### src/rtl/instr_fetch_pkg.sv
// Shared pipeline definitions: bubble encoding, default reset PC and PC increments.
// Imported by the fetch stage and by the decode-stage controller for its bubble checks.
package instr_fetch_pkg;

    // cond=1111, op=11: decodes to all-zero control with a false condition
    localparam logic [31:0] NOP_INSTR        = 32'hFC00_0000;
    localparam logic [31:0] DEFAULT_RESET_PC = 32'h0000_0000;
    localparam logic [31:0] PC_INC4          = 32'd4;
    localparam logic [31:0] PC_INC8          = 32'd8;

endpackage

### src/rtl/pipe_reg_en_clr.sv
// Pipeline register with asynchronous reset, active-high enable and synchronous clear.
// Clear takes priority over enable.
module pipe_reg_en_clr #(
    parameter int unsigned       WIDTH   = 32,
    parameter logic [WIDTH-1:0] RST_VAL = '0,
    parameter logic [WIDTH-1:0] CLR_VAL = '0
) (
    input  logic             clk,
    input  logic             rst,
    input  logic             en,
    input  logic             clr,
    input  logic [WIDTH-1:0] d,
    output logic [WIDTH-1:0] q
);

    // State update: reset, then clear, then enabled load
    always_ff @(posedge clk or posedge rst) begin
        if (rst) begin
            q <= RST_VAL;
        end else if (clr) begin
            q <= CLR_VAL;
        end else if (en) begin
            q <= d;
        end
    end

endmodule

### src/rtl/instr_fetch.sv
// Fetch stage plus IF/ID pipeline register.
// Optional build macro INSTR_FETCH_PERF_EN adds fetch and bubble counters.
module instr_fetch
    import instr_fetch_pkg::*;
#(
    parameter int unsigned       WIDTH    = 32,
    parameter logic [WIDTH-1:0] RESET_PC = WIDTH'(DEFAULT_RESET_PC)
) (
    input  logic             clk,
    input  logic             reset,
    input  logic             StallF,
    input  logic             StallD,
    input  logic             FlushD,
    input  logic             BranchTakenE,
    input  logic [WIDTH-1:0] ALUResultE,
    input  logic             PCSrcW,
    input  logic [WIDTH-1:0] ResultW,
    input  logic [WIDTH-1:0] ImemRdata,
    output logic [WIDTH-1:0] PCF,
    output logic [WIDTH-1:0] PCPlus4F,
    output logic [WIDTH-1:0] InstrD,
`ifdef INSTR_FETCH_PERF_EN
    output logic [31:0]      FetchCntO,
    output logic [31:0]      BubbleCntO,
`endif
    output logic [WIDTH-1:0] PCPlus8D
);

    logic [WIDTH-1:0] pc_next;
    logic             pc_en;
    logic             ifid_en;
    logic [WIDTH-1:0] pcd;

    // Next-PC select: branch beats R15 write beats sequential; redirects override StallF
    always_comb begin
        pc_next = PCPlus4F;
        if (BranchTakenE) begin
            pc_next = ALUResultE;
        end else if (PCSrcW) begin
            pc_next = ResultW;
        end
        pc_en   = ~StallF | BranchTakenE | PCSrcW;
        ifid_en = ~StallD;
    end

    pipe_reg_en_clr #(
        .WIDTH   (WIDTH),
        .RST_VAL (RESET_PC),
        .CLR_VAL (RESET_PC)
    ) u_pc_reg (
        .clk (clk),
        .rst (reset),
        .en  (pc_en),
        .clr (1'b0),
        .d   (pc_next),
        .q   (PCF)
    );

    pipe_reg_en_clr #(
        .WIDTH   (WIDTH),
        .RST_VAL (WIDTH'(NOP_INSTR)),
        .CLR_VAL (WIDTH'(NOP_INSTR))
    ) u_instr_reg (
        .clk (clk),
        .rst (reset),
        .en  (ifid_en),
        .clr (FlushD),
        .d   (ImemRdata),
        .q   (InstrD)
    );

    pipe_reg_en_clr #(
        .WIDTH   (WIDTH),
        .RST_VAL ('0),
        .CLR_VAL ('0)
    ) u_pcd_reg (
        .clk (clk),
        .rst (reset),
        .en  (ifid_en),
        .clr (FlushD),
        .d   (PCF),
        .q   (pcd)
    );

    // PC increments, modulo 2^WIDTH
    always_comb begin
        PCPlus4F = PCF + WIDTH'(PC_INC4);
        PCPlus8D = pcd + WIDTH'(PC_INC8);
    end

`ifdef INSTR_FETCH_PERF_EN
    logic [31:0] fetch_cnt;
    logic [31:0] bubble_cnt;

    // Count IF/ID loads of fresh instructions and inserted bubbles; both wrap
    always_ff @(posedge clk or posedge reset) begin
        if (reset) begin
            fetch_cnt  <= '0;
            bubble_cnt <= '0;
        end else begin
            if (FlushD) begin
                bubble_cnt <= bubble_cnt + 32'd1;
            end else if (!StallD) begin
                fetch_cnt <= fetch_cnt + 32'd1;
            end
        end
    end

    assign FetchCntO  = fetch_cnt;
    assign BubbleCntO = bubble_cnt;
`endif

endmodule

### config.mk
export PLATFORM = sky130hd
export DESIGN_NAME = instr_fetch
export DESIGN_NICKNAME = d
export VERILOG_FILES = /design/src/rtl/instr_fetch_pkg.sv /design/src/rtl/pipe_reg_en_clr.sv /design/src/rtl/instr_fetch.sv
export SDC_FILE = /design/constraint.sdc
export NUM_CORES = 1
export LEC_CHECK = 0
export ABC_AREA = 1
export BUFFER_PORTS_ARGS = -buffer_cell sky130_fd_sc_hd__buf_2
export CORE_ASPECT_RATIO = 0.75
export CORE_MARGIN = 5
export CORE_UTILIZATION = 45
export CTS_CLUSTER_SIZE = 12
export DETAILED_ROUTE_END_ITERATION = 8
export PLACE_DENSITY = 0.88
export SYNTH_ARGS = -nofsm -noshare
export SYNTH_HDL_FRONTEND = slang
export SYNTH_SLANG_ARGS = --single-unit
export TNS_END_PERCENT = 20
### constraint.sdc
create_clock -name clk -period 2.68 [get_ports clk]
set_input_delay 0.134 -clock clk [delete_from_list [all_inputs] [get_ports clk]]
set_output_delay 0.134 -clock clk [all_outputs]
set_load 0.01 [all_outputs]
==> results.tsv <==
stage	metric	value	unit
finish	area used by multi-input combinational logic	0.003234	mm2
critical_path	worst reg-to-reg setup slack	0.80	ns
synth	Seq cells post-synth	96	
synth	largest cells by area after synthesis	dfrtp_1, nand2_1, nor2_1	
synth	mux cell area share after synthesis	0	
synth	Warnings, synthesis	0	
clock_tree	maximum clock insertion buffer count	2	
critical_path	Req. time, crit path	2.55	ns
critical_path	slowest cell on the critical path	dfrtp_1	
die	Vert. Die Dim	111.0	um
run_status	status	finished clean	
sta	Clock Skews	0.004291	ns
placed_design	port bufs	230	
worst_hold_path	hold path endpoint	u_instr_reg.q[29]	
sta	Fin Setup TNS	0	ns
critical_path	number of cells on the worst reg-to-reg path	12	
finish	synth-to-layout area growth	25.34	%
critical_path	cells traversed along the worst timing path	ha_1, nand2_1, nor2_2, nand3_2, nor3_2, nand3_1, xor2_1, buf_2	
synth	fraction of the mapped netlist area in simple logic gates	0.3724	
clock_tree	# clock sinks	96	
critical_path	origin of the critical flop-to-flop path	u_pc_reg.q[3]	
synth	flip-flop cell with the highest count after synthesis	dfrtp_1	
worst_hold_path	number of instances on the worst hold path	3	
critical_path	nature of the critical path startpoint	flip-flop	
global_route	initial antenna violation count	0	
sta	setup repair after global routing missed its margin	false	
clock_tree	library cell used as clock root buffer	clkbuf_16	
drt	routed vias/inst	5.154	
run	max cap viols	0	
sta	measured slew at the worst slew-check pin	0.8459	ns
drt	number of iterations in the first detailed-routing pass	6	
finish	ratio of cells with drive above 1 in the final layout	0.2876	
clock_tree	number of buffers inserted during clock tree synthesis	9	
die	top-level port count	231	
critical_path	Arrival @ worst endpoint	2.12	ns
die	area inside the core boundary	0.01315	mm2
pwr	switching share of total power	0.3399	
drt	via count	6407	
synth	area fraction in compound gates after synthesis	0.08630	
synth	Yosys cell types	40	
clock_tree	TritonCTS clock tree	built	
finish	final layout net count	1171	
synth	most common cell in the netlist	nand2_1	
synth	synthesized instance count	859	
finish	post-layout utilization of the core	0.5830	
die	width of the die	144.6	um
global_route	pin count of the biggest net entering global routing	56	
finish	footprint of the flip-flops and latches	0.002410	mm2
sta	post-route fraction of the period consumed by the critical path	0.8409	
global_route	Tot GR Track Use	0.2502	
worst_hold_path	launch instance of the worst min-delay path	ImemRdata[29]	
sta	Setup-failing EPs final	0	
critical_path	Critical Path End Type	output pin	
drt	Post-DRT Antenna Nets	0	
sta	Final Critical Period	2.254	ns
sta	Pins Over Slew Limit	0	
synth	top cell type's share of synthesized area	0.3681	
synth	proportion of synthesized flip-flops having asynchronous set or reset	1.000	
clock_tree	clk slew on worst S/H paths	0.07	ns
clock_tree	insertion delay of the later-clocked pin in the worst-skew pair	0.34	ns
drt	initial detailed-routing violation count	524	
drt	DRC violation count after routing	0	
critical_path	delay of the slowest cell on the worst path	0.38	ns
pwr	internal power component	0.002679	W
sta	Fmax achieved	0.4437	GHz
worst_hold_path	worst min-delay path class	primary input to flip-flop	
critical_path	endpoint of the worst register-to-register path	u_pc_reg.q[24]	
pwr	Static Leak	3.908	nW
global_route	via count of the first global-routing pass	6059	
sta	worst max-slew margin expressed relative to the limit	0.4347	
drt	total routed wirelength	20.21	mm
placed_design	post-detailed-placement half-perimeter wirelength	15.59	mm
pwr	register share of total power	0.434	
synth	count of flip-flops with a built-in enable after synthesis	0	
critical_path	highest net fanout along the worst path	4	
die	floorplan row count	36	
drt	Routed wire per std cell	16.26	um
synth	commonest cells in the synthesized netlist	nand2_1, nor2_1, dfrtp_1	
synth	dominant combinational cell family by area after synthesis	simple AND/OR/NAND/NOR gates	
clock_tree	H-tree depth reported by CTS	3	
finish	filler cell count	1252	
synth	synthesized-area fraction occupied by xor and xnor cells	0.06585	
die	initial core utilization	0.4652	
synth	syn nets	964	
global_route	grt total ovfl	0	
pwr	peak supply drop	378.4	uV
pwr	proportion of power drawn by the clock network	0.332	
pwr	part of the power in combinational logic	0.235	
sta	final count of hold timing violations	0	
synth	post-synth top area cell	dfrtp_1	
pwr	switching power total	0.001379	W
synth	mean area per synthesized cell	7.123	um2
synth	Mapped Area	0.006118	mm2
synth	part of the Yosys area used for sequential elements	0.3939	
placed_design	final weighted congestion in routability-driven placement	0.8685	
synth	Post-Synth Adder-Cell Area	0.004090	
critical_path	classification of the worst setup path	flip-flop to output pin	
global_route	first-pass GRT wire length	32.17	mm
pwr	power per standard cell area	529.2	mW/mm2
die	Die Area	0.01605	mm2
[area by class of cell]
class | count | share of cell area
multi-input cells | 657 | 0.4218
flip-flops and latches | 96 | 0.3142
repair buffers | 241 | 0.1645
inverters | 61 | 0.03018
clock buffers | 9 | 0.02937
well taps | 171 | 0.02790
clock inverters | 7 | 0.01175
diodes | 1 | 0.0003263
[critical path, delay by kind of cell (launching register included)]
family / cells / cell delay [ns]
xor gates and xnor gates: 1 / 0.25
DFF: 1 / 0.38
adders and majority gates: 1 / 0.19
and+or+nand+nor: 5 / 0.77
buffers and inverters: 1 / 0.18
[flip-flops by register name, indices dropped and copies added (netlist names)]
| register | flops |
|---|---|
| u_instr_reg.q | 32 |
| u_pcd_reg.q | 32 |
| u_pc_reg.q | 32 |
[through the flow]
stage | std cells | power [W] | setup WS, ns | hold slack, ns | instance area [um2]
after floorplan | 859 | 0.002296 | 0.05056 | 0.2724 | 6118
after global placement | 1225 | 0.002713 | 0.8997 | 0.2918 | 7341
after detailed placement | 1225 | 0.002733 | 0.8417 | 0.2945 | 7341
after CTS | 1242 | 0.004085 | 0.4509 | 0.005007 | 7666
after global routing | 1242 | 0.004257 | 0.2227 | 0.007140 | 7666
final | 1243 | 0.004058 | 0.4263 | 0.01712 | 7669
[cells in the final DEF, fill, tap and decap left out, drive strengths merged, types with 4 or more instances in the layout]
| cell type | instances |
|---|---|
| a21oi | 31 |
| and2 | 4 |
| buf | 240 |
| clkbuf | 9 |
| clkinv | 5 |
| dfrtp | 90 |
| dfstp | 6 |
| inv | 60 |
| nand2 | 240 |
| nand3 | 64 |
| nand3b | 7 |
| nand4 | 7 |
| nor2 | 168 |
| nor3 | 20 |
| o21ai | 56 |
| o22ai | 4 |
| xor2 | 38 |
[worst max path at each step]
stage | from | end | cells after the start
2_1_floorplan | reset | u_instr_reg.q[0] | 1
3_3_place_gp | u_pcd_reg.q[3] | PCPlus8D[25] | 9
3_5_place_dp | u_pcd_reg.q[3] | PCPlus8D[25] | 9
4_1_cts | u_pcd_reg.q[3] | PCPlus8D[25] | 9
5_1_grt | u_pcd_reg.q[3] | PCPlus8D[19] | 8
6_report | u_pcd_reg.q[3] | PCPlus8D[19] | 8
[cell families (layout without fill, tap and decap cells)]
family,count (synthesis),in the layout
simple gates,515,515
buf+inv,106,318
compound gates,100,100
flops,96,96
xor+xnor,40,40
fa+ha+maj,2,2
other cells,0,1
[power groups by stage]
stage               Sequential, W  Combinational, W  Clock, W
detailed placement        0.00178          0.000950         0
floorplan                 0.00177          0.000529         0
finish                    0.00176          0.000952   0.00135
global route              0.00178           0.00106   0.00142
global placement          0.00177          0.000939         0
CTS                       0.00176          0.000957   0.00137
[layer usage]
layer	GRT usage	routed length (um)	up-vias
met4	0.04661	221	0
met3	0.05649	1944	22
met1	0.3687	9026	2946
met2	0.3795	9012	304
met5	0	0	-
li1	-	-	3135
[timing repair]
action | in CTS | in global routing
setup endpoints to repair | 0 | 0
resized for setup | 0 | 0
setup buffers | 0 | 0
hold buffers | 1 | 0
endpoints found under the hold margin | 48 | 0
No activity file was read; power rests on OpenSTA's default activity.
